### config.mk
export PLATFORM = sky130hd
export DESIGN_NAME = streaming_maxpool_2x2
export DESIGN_NICKNAME = d
export VERILOG_FILES = /design/src/rtl/maxpool_pkg.sv /design/src/rtl/maxpool_linebuf.sv /design/src/rtl/streaming_maxpool_2x2.sv
export SDC_FILE = /design/constraint.sdc
export NUM_CORES = 2
export LEC_CHECK = 0
export BUFFER_PORTS_ARGS = -buffer_cell sky130_fd_sc_hd__clkbuf_2
export CORE_MARGIN = 3
export CORE_UTILIZATION = 30
export DETAILED_ROUTE_END_ITERATION = 7
export GPL_ROUTABILITY_DRIVEN = 0
export SYNTH_ARGS = -nofsm -noshare
export SYNTH_HDL_FRONTEND = slang
export SYNTH_SLANG_ARGS = --single-unit
### constraint.sdc
create_clock -name ap_clk -period 12.5 [get_ports ap_clk]
set_clock_uncertainty 0.15 [all_clocks]
set_input_delay 0.625 -clock ap_clk [delete_from_list [all_inputs] [get_ports ap_clk]]
set_output_delay 0.625 -clock ap_clk [all_outputs]
set_load 0.02 [all_outputs]
### src/rtl/maxpool_pkg.sv
// Shared types and helpers for the streaming 2x2 max-pool stage.
package maxpool_pkg;

  // Position of a beat inside its 2x2 window: {row odd, col odd}.
  typedef enum logic [1:0] {
    PH_LOAD    = 2'b00,  // top-left: seed the partial maximum
    PH_MERGE_H = 2'b01,  // top-right: fold into partial maximum
    PH_MERGE_V = 2'b10,  // bottom-left: fold into partial maximum
    PH_EMIT    = 2'b11   // bottom-right: window complete, emit result
  } phase_e;

  // Counter/address width for a range of n values; never narrower than 1 bit.
  function automatic int unsigned cnt_width(input int unsigned n);
    return (n <= 1) ? 1 : $clog2(n);
  endfunction

  // Line-buffer depth: one partial maximum per pooled column per channel.
  function automatic int unsigned buf_depth(input int unsigned ifm_dim,
                                            input int unsigned num_ch);
    return (ifm_dim / 2) * num_ch;
  endfunction

  // Max of two zero-extended elements of the given width. For signed data the
  // sign bit is flipped so an unsigned compare orders two's-complement values.
  function automatic logic [31:0] max_elem(input logic [31:0] a,
                                           input logic [31:0] b,
                                           input int unsigned width,
                                           input bit          is_signed);
    logic [31:0] bias;
    logic [31:0] a_key;
    logic [31:0] b_key;
    bias  = is_signed ? (32'd1 << (width - 1)) : 32'd0;
    a_key = a ^ bias;
    b_key = b ^ bias;
    return (a_key >= b_key) ? a : b;
  endfunction

endpackage

### src/rtl/maxpool_linebuf.sv
// Pooled-row line buffer: asynchronous read, synchronous write, no reset.
module maxpool_linebuf #(
  parameter int unsigned DEPTH  = 256,
  parameter int unsigned WIDTH  = 8,
  parameter int unsigned ADDR_W = 8
) (
  input  logic              clk,
  input  logic              we,
  input  logic [ADDR_W-1:0] addr,
  input  logic [WIDTH-1:0]  wdata,
  output logic [WIDTH-1:0]  rdata
);

  logic [WIDTH-1:0] mem [DEPTH];

  // Write the partial maximum for the addressed column/channel slot.
  always_ff @(posedge clk) begin
    if (we) begin
      mem[addr] <= wdata;
    end
  end

  // Combinational read so the merge happens in the same cycle as the beat.
  assign rdata = mem[addr];

endmodule

### src/rtl/streaming_maxpool_2x2.sv
// Streaming 2x2 / stride-2 max-pool over raster-ordered, channel-innermost data.
module streaming_maxpool_2x2
  import maxpool_pkg::*;
#(
  parameter int unsigned IFM_DIM = 32,
  parameter int unsigned NUM_CH  = 16,
  parameter int unsigned WIDTH   = 8,
  parameter bit          SIGNED  = 1'b0
) (
  input  logic             ap_clk,
  input  logic             ap_rst_n,
  input  logic [WIDTH-1:0] in0_V_TDATA,
  input  logic             in0_V_TVALID,
  output logic             in0_V_TREADY,
  output logic [WIDTH-1:0] out_V_TDATA,
  output logic             out_V_TVALID,
  input  logic             out_V_TREADY
);

  localparam int unsigned BUF_DEPTH = buf_depth(IFM_DIM, NUM_CH);
  localparam int unsigned CH_W      = cnt_width(NUM_CH);
  localparam int unsigned DIM_W     = cnt_width(IFM_DIM);
  localparam int unsigned IDX_W     = cnt_width(BUF_DEPTH);

  // Reject unsupported geometries at elaboration.
  if (IFM_DIM < 2 || (IFM_DIM % 2) != 0) begin : g_bad_dim
    $error("streaming_maxpool_2x2: IFM_DIM must be even and >= 2");
  end
  if (NUM_CH < 1) begin : g_bad_ch
    $error("streaming_maxpool_2x2: NUM_CH must be >= 1");
  end
  if (WIDTH < 1 || WIDTH > 32) begin : g_bad_width
    $error("streaming_maxpool_2x2: WIDTH must be in 1..32");
  end

  logic [CH_W-1:0]  ch_q;
  logic [DIM_W-1:0] col_q;
  logic [DIM_W-1:0] row_q;

  logic             accept_c;
  logic             ch_last_c;
  logic             col_last_c;
  logic             row_last_c;
  phase_e           phase_c;
  logic [IDX_W-1:0] idx_c;
  logic [WIDTH-1:0] buf_rdata;
  logic [WIDTH-1:0] max_c;
  logic             buf_we_c;
  logic [WIDTH-1:0] buf_wdata_c;

  // Upstream may push whenever the output slot is empty or draining this cycle.
  assign in0_V_TREADY = !out_V_TVALID || out_V_TREADY;

  // Beat decode: window phase, buffer slot, running maximum and write enable.
  always_comb begin
    accept_c    = in0_V_TVALID && in0_V_TREADY;
    ch_last_c   = (ch_q  == CH_W'(NUM_CH - 1));
    col_last_c  = (col_q == DIM_W'(IFM_DIM - 1));
    row_last_c  = (row_q == DIM_W'(IFM_DIM - 1));
    phase_c     = phase_e'({row_q[0], col_q[0]});
    idx_c       = IDX_W'(32'(col_q >> 1) * NUM_CH + 32'(ch_q));
    max_c       = WIDTH'(max_elem(32'(buf_rdata), 32'(in0_V_TDATA), WIDTH, SIGNED));
    buf_we_c    = accept_c && (phase_c != PH_EMIT);
    buf_wdata_c = (phase_c == PH_LOAD) ? in0_V_TDATA : max_c;
  end

  // Raster position counters: channel innermost, then column, then row.
  always_ff @(posedge ap_clk or negedge ap_rst_n) begin
    if (!ap_rst_n) begin
      ch_q  <= '0;
      col_q <= '0;
      row_q <= '0;
    end else if (accept_c) begin
      if (ch_last_c) begin
        ch_q <= '0;
        if (col_last_c) begin
          col_q <= '0;
          row_q <= row_last_c ? '0 : row_q + DIM_W'(1);
        end else begin
          col_q <= col_q + DIM_W'(1);
        end
      end else begin
        ch_q <= ch_q + CH_W'(1);
      end
    end
  end

  // Output register: load on a window-completing beat, clear once consumed.
  always_ff @(posedge ap_clk or negedge ap_rst_n) begin
    if (!ap_rst_n) begin
      out_V_TVALID <= 1'b0;
      out_V_TDATA  <= '0;
    end else if (accept_c && (phase_c == PH_EMIT)) begin
      out_V_TVALID <= 1'b1;
      out_V_TDATA  <= max_c;
    end else if (out_V_TREADY) begin
      out_V_TVALID <= 1'b0;
    end
  end

  maxpool_linebuf #(
    .DEPTH  (BUF_DEPTH),
    .WIDTH  (WIDTH),
    .ADDR_W (IDX_W)
  ) u_linebuf (
    .clk   (ap_clk),
    .we    (buf_we_c),
    .addr  (idx_c),
    .wdata (buf_wdata_c),
    .rdata (buf_rdata)
  );

endmodule
# After elaboration in Yosys (flattened, before gate mapping)
# Memories as Yosys holds them, arrays and structs flattened.
# Cells that the tools add are included.
# totals
in_bits,12
ff_bits,23
word_cells,34
mem_count,1
ram_bits,2048
# memory_table
memory,depth,word_bits,read_ports,rd_ports_with_merged_regs,write_ports,line_no,rtl
u_linebuf.mem,256,8,1,0,1,maxpool_linebuf.sv:14,logic [WIDTH-1:0] mem [DEPTH];
# classes
n_addsub,4
muxes,9
n_reduce_logical,9
eq_ne,5
magnitude_cmp,1
# op_table
cell,count
8-bit 2-to-1 mux,2
"5-bit by 1-bit adder with 5-bit output, second input constant",2
"5-bit == test, second input constant",2
5-bit 2-to-1 mux,2
8-bit by 4-bit adder with 8-bit output,1
8-bit greater-or-equal comparator,1
"4-bit by 1-bit adder with 4-bit output, second input constant",1
"4-bit == test, second input constant",1
1-bit 2-to-1 mux,4
4-bit 2-to-1 mux,1
1-bit logical AND,3
3-bit AND reduction,1
"2-bit == test, second input constant",1
2-bit logical NOT,1
"2-bit inequality test, second input constant",1
2-bit AND reduction,1
2-bit nonzero test,1
1-bit logical NOT,1
1-bit logical OR,1

# Logic depth before layout (Yosys ltp)
# depth
ltp_word,6
depth_mapped,18

# By module
# A second synthesis with hierarchy kept.
# hier_totals
cells_unflattened,3676
hier_area_um2,79787.8
# modules_own_cells
module,area_each_um2,cells_per_inst,seq_area_each_um2,n_inst
maxpool_linebuf,78332.6,3539,61499.0,1
streaming_maxpool_2x2,1455.1,137,575.6,1

# Worst setup path before layout
# No wires, ideal clock.
# synth_path
path_type,reg2reg
startpoint,register ch_q[1]
endpoint,"memory u_linebuf.mem[0][0], data pin"
stages_incl_launch_ff,18
n_path_buf,4
synth_period_minus_slack_ps,12928
setup_time_ps,1636
required_ps,10714
path_slack_ps,-428
arrival_ps,11141
cell_sequence,dfrtp_1 > buf_2 > buf_2 > buf_2 > buf_1 > mux4_2 > a221oi_1 > o22ai_1 > o21ai_1 > nand4_1 > ha_1 > a21o_1 > a21o_1 > a21o_1 > a21oi_1 > o21a_1 > nor3_1 > mux2i_1
# synth_between
elab_chain_len,5
# synth_rtl
item,line_no,rtl
start: declaration,streaming_maxpool_2x2.sv:36,logic [CH_W-1:0] ch_q;
start signal: assignment,streaming_maxpool_2x2.sv:83,ch_q <= ch_q + CH_W'(1);
8-bit by 4-bit adder with 8-bit output *,streaming_maxpool_2x2.sv:61,idx_c = IDX_W'(32'(col_q >> 1) * NUM_CH + 32'(ch_q));
memory 256 x 8 bit *,--,
8-bit greater-or-equal comparator,maxpool_pkg.sv:35,return (a_key >= b_key) ? a : b;
8-bit 2-to-1 mux *,maxpool_pkg.sv:35,
8-bit 2-to-1 mux *,streaming_maxpool_2x2.sv:64,buf_wdata_c = (phase_c == PH_LOAD) ? in0_V_TDATA : max_c;
via buf_wdata_c[0],streaming_maxpool_2x2.sv:49,logic [WIDTH-1:0] buf_wdata_c;
end: declaration,maxpool_linebuf.sv:14,
# Mark *: on every way through the listed nets, which the timed path passes. The rest lies on a longest branch.

# Final worst setup path
# layout_path
startpoint,register ch_q[0]
endpoint,"memory u_linebuf.mem[15][7], data pin"
# Same word-level chain as after synthesis.

==> results.sh <==
export IMPL_die_w_um=522.2
export IMPL_synth_async_sr_flop_share=0.01111
export IMPL_hold_viol=0
export IMPL_avgSynthCellArea_um2=21.94
export IMPL_post_cts_buffers=0
export IMPL_die_h_um=522.2
export IMPL_critPathLaunchType="flip-flop"
export IMPL_synth_edf_count=2048
export IMPL_place_hpwl_mm=108.5
export IMPL_netlist_area_um2=79930
export IMPL_power_uw=19320
export IMPL_fin_area_um2=90800
export IMPL_fin_crit_ns=8.547
export IMPL_drtIter0Drc=4185
export IMPL_io_buffers=21
export IMPL_tightest_slew_ns=1.259
export IMPL_netlist_instances=3644
export IMPL_cts_buffer_depth=3
export IMPL_pwr_share_seq=0.444
export IMPL_yosys_register_bits=2071
export IMPL_synth_flop_cell="edfxtp_1"
export IMPL_clockPowerShare=0.313
export IMPL_tns_ns=0
export IMPL_drc=0
export IMPL_rows=188
export IMPL_p_int_uw=13490
export IMPL_clock_root_buffer="clkbuf_16"
export IMPL_grt_max_degree=178
export IMPL_required_ns=12.84
export IMPL_vias=38090
export IMPL_powerDensity_nw_per_um2=212.8
export IMPL_drt_pass1_iter_count=6
export IMPL_max_freq_mhz=117.0
export IMPL_cts_max_level=4
export IMPL_slew_headroom=0.1577
export IMPL_synth_warnings=0
export IMPL_crit_path_end_kind="flip-flop"
export IMPL_synth_cell_types=37
export IMPL_wl_mm=193.8
export IMPL_utilization=0.3443
export IMPL_rsz0062_at_grt="no"
export IMPL_path_class="flip-flop to flip-flop"
export IMPL_place_area_um2=84040
export IMPL_cap_violations=0
export IMPL_ant_nets=0
export IMPL_grt_usage=0.1406
export IMPL_die_area_um2=272700
export IMPL_io_pins=22
export IMPL_worstSkewPairLatency_ns=0.86
export IMPL_cts_buffers=205
export IMPL_seq_area_frac_synth=0.7766
export IMPL_viasPerCell=5.147
export IMPL_period_share=0.6838
export IMPL_final_max_slew_viol_count=0
export IMPL_max_vdd_ir_drop_v=0.0002041
export IMPL_min_path_type="input pin to flip-flop"
export IMPL_core_area_um2=263700
export IMPL_grt_pass1_wl_mm=281.8
export IMPL_fill_cells=24197
export IMPL_start_util=0.3031
export IMPL_netSwitchingPower_uw=5832
export IMPL_comb_power_share=0.243
export IMPL_numClockSinks=2071
export IMPL_finalNetCount=3740
export IMPL_clkTransAtPathRegs_ns=0.06
export IMPL_outcome="finished, final reports clean"
export IMPL_grt_pass1_vias=38989
export IMPL_syn_to_final_growth_pct=13.59
export IMPL_crit_fanout=165
export IMPL_swShare=0.3019
export IMPL_finalSetupViolCount=0
export IMPL_worst_slack_ns=3.953
export IMPL_antenna_found_initial=7
export IMPL_grt_ovfl_total=0
export IMPL_preCtsSetupSlack_ns=3.940
export IMPL_cts_tree="done"
export IMPL_crit_arrival_ns=8.89
export IMPL_syn_num_nets=3672
export IMPL_avgRoutedWirePerCell_um=26.19
export IMPL_p_leak_uw=0.02718
export IMPL_drive_above_1_share=0.2397
-- routing by layer --
layer  routed length (um)  track usage  share of wire  vias up
met5                    0            0              0        -
li1                     -            -              -    15665
met1                78590       0.1888           0.41    20486
met2                93020       0.2230           0.48     1564
met4                 7406      0.05573          0.038        0
met3                14760      0.03022          0.076      375
-- cells in the mapped netlist, types with 5 or more instances --
library cell / instances / area [um2]
buf_6: 43 / 484.2
buf_2: 20 / 100.1
a21o_1: 5 / 37.54
a31oi_1: 8 / 50.05
a221oi_1: 125 / 1095
nand3_1: 41 / 205.2
buf_4: 9 / 67.56
o21ai_0: 30 / 150.1
nand4_1: 9 / 56.30
nor2b_1: 6 / 37.54
dfrtp_1: 23 / 575.6
ha_1: 16 / 200.2
edfxtp_1: 2048 / 61500
nor3_1: 8 / 40.04
buf_1: 30 / 112.6
o21ai_1: 20 / 100.1
mux2_2: 11 / 123.9
nor2_1: 267 / 1002
a22o_1: 128 / 1121
mux4_2: 512 / 11530
nand2b_1: 5 / 31.28
clkbuf_1: 133 / 499.2
a21oi_1: 5 / 25.02
o22ai_1: 64 / 400.4
nand2_1: 45 / 168.9
inv_1: 11 / 41.29
-- through the flow --
step / hold WS [ns] / cells
after global routing: 0.07327 / 7399
after global placement: 0.3258 / 7011
after CTS: 0.05121 / 7399
after detailed placement: 0.3584 / 7011
final: 0.1113 / 7400
after floorplan: 0.1794 / 3644
-- path summary, 6_finish.rpt --
path,startpoint,to,slack [ns],cells after the start
min in group asynchronous,ap_rst_n,out_V_TVALID$_DFFE_PN0P_,0.26,2
max reg2reg,ch_q[0]$_DFFE_PN0P_,u_linebuf.mem[15][7]$_DFFE_PP_,3.95,18
min reg2reg,row_q[4]$_DFFE_PN0P_,row_q[4]$_DFFE_PN0P_,0.38,1
max in group asynchronous,ap_rst_n,ch_q[1]$_DFFE_PN0P_,11.33,2
max,ch_q[0]$_DFFE_PN0P_,u_linebuf.mem[15][7]$_DFFE_PP_,3.95,18
min,out_V_TREADY,out_V_TVALID$_DFFE_PN0P_,0.11,3
-- power groups by stage --
| stage | registers, uW | clock network (uW) | logic, uW |
|---|---|---|---|
| 4_1_cts | 8570 | 6150 | 4730 |
| 5_1_grt | 8580 | 6440 | 5000 |
| 2_1_floorplan | 8750 | 0 | 3020 |
| 3_3_place_gp | 8710 | 0 | 4660 |
| 6_report | 8570 | 6050 | 4700 |
| 3_5_place_dp | 8720 | 0 | 4710 |
-- critical path: stages, from the launching register on --
cell      delay [ns]
dfrtp_4         1.05
buf_4           0.76
mux4_2          0.60
a22o_1          0.24
a221oi_1        0.22
o22ai_1         0.17
o21ai_0         0.74
and4_1          0.39
ha_1            0.27
nand2b_1        0.16
a21o_1          0.18
a21o_1          0.17
a21o_1          0.18
a21oi_1         0.19
o21a_1          0.31
nor3_2          0.12
buf_4           0.24
mux2_8          0.92
buf_4           0.87
-- placed cells by master (no fill, tap or decap), types with 11 or more instances in the layout --
cell,count
dfrtp_1,21
inv_1,11
bufinv_16,15
edfxtp_1,2048
mux4_2,512
clkbuf_1,39
clkinv_1,50
nand3_1,29
clkinv_2,33
o22ai_1,64
o21ai_1,20
ha_1,16
nor2_1,266
buf_12,11
o21ai_0,30
a22o_1,128
clkbuf_16,206
nand2_1,45
nand3_2,12
buf_4,58
a221oi_1,125
clkbuf_2,21
-- final cells by class --
cell class	count	area, um2	share of cell area
Clock buffer	252	5398	0.05945
Antenna cell	1	2.502	0.00002756
Inverter	11	41.29	0.0004547
Clock inverter	127	1270	0.01399
Tap cell	3515	4398	0.04844
Sequential cell	2071	62080	0.6837
Multi-Input combinational cell	1324	16750	0.1845
Timing Repair Buffer	99	850.8	0.009371
-- kinds of logic after synthesis --
| family | Yosys count | share of synthesized area |
|---|---|---|
| adders and majority gates | 16 | 0.002504 |
| muxes | 525 | 0.1461 |
| buffers and inverters | 249 | 0.01651 |
| AOI/OAI and AO/OA | 392 | 0.03822 |
| xor gates and xnor gates | 1 | 0.0001096 |
| and+or+nand+nor | 390 | 0.02002 |
| DFF | 2071 | 0.7766 |
-- state kept, by name (all words and copies together) (netlist names) --
| signal | count |
|---|---|
| ch_q | 4 |
| col_q | 5 |
| u_linebuf.mem | 2048 |
| out_V_TVALID | 1 |
| out_V_TDATA | 8 |
| row_q | 5 |
-- timing repair --
item,4_1_cts,5_1_grt
hold buffers,9,0
endpoints found under the hold margin,31,0
gates resized for setup,0,0
Power figures use the tool's default switching activity.
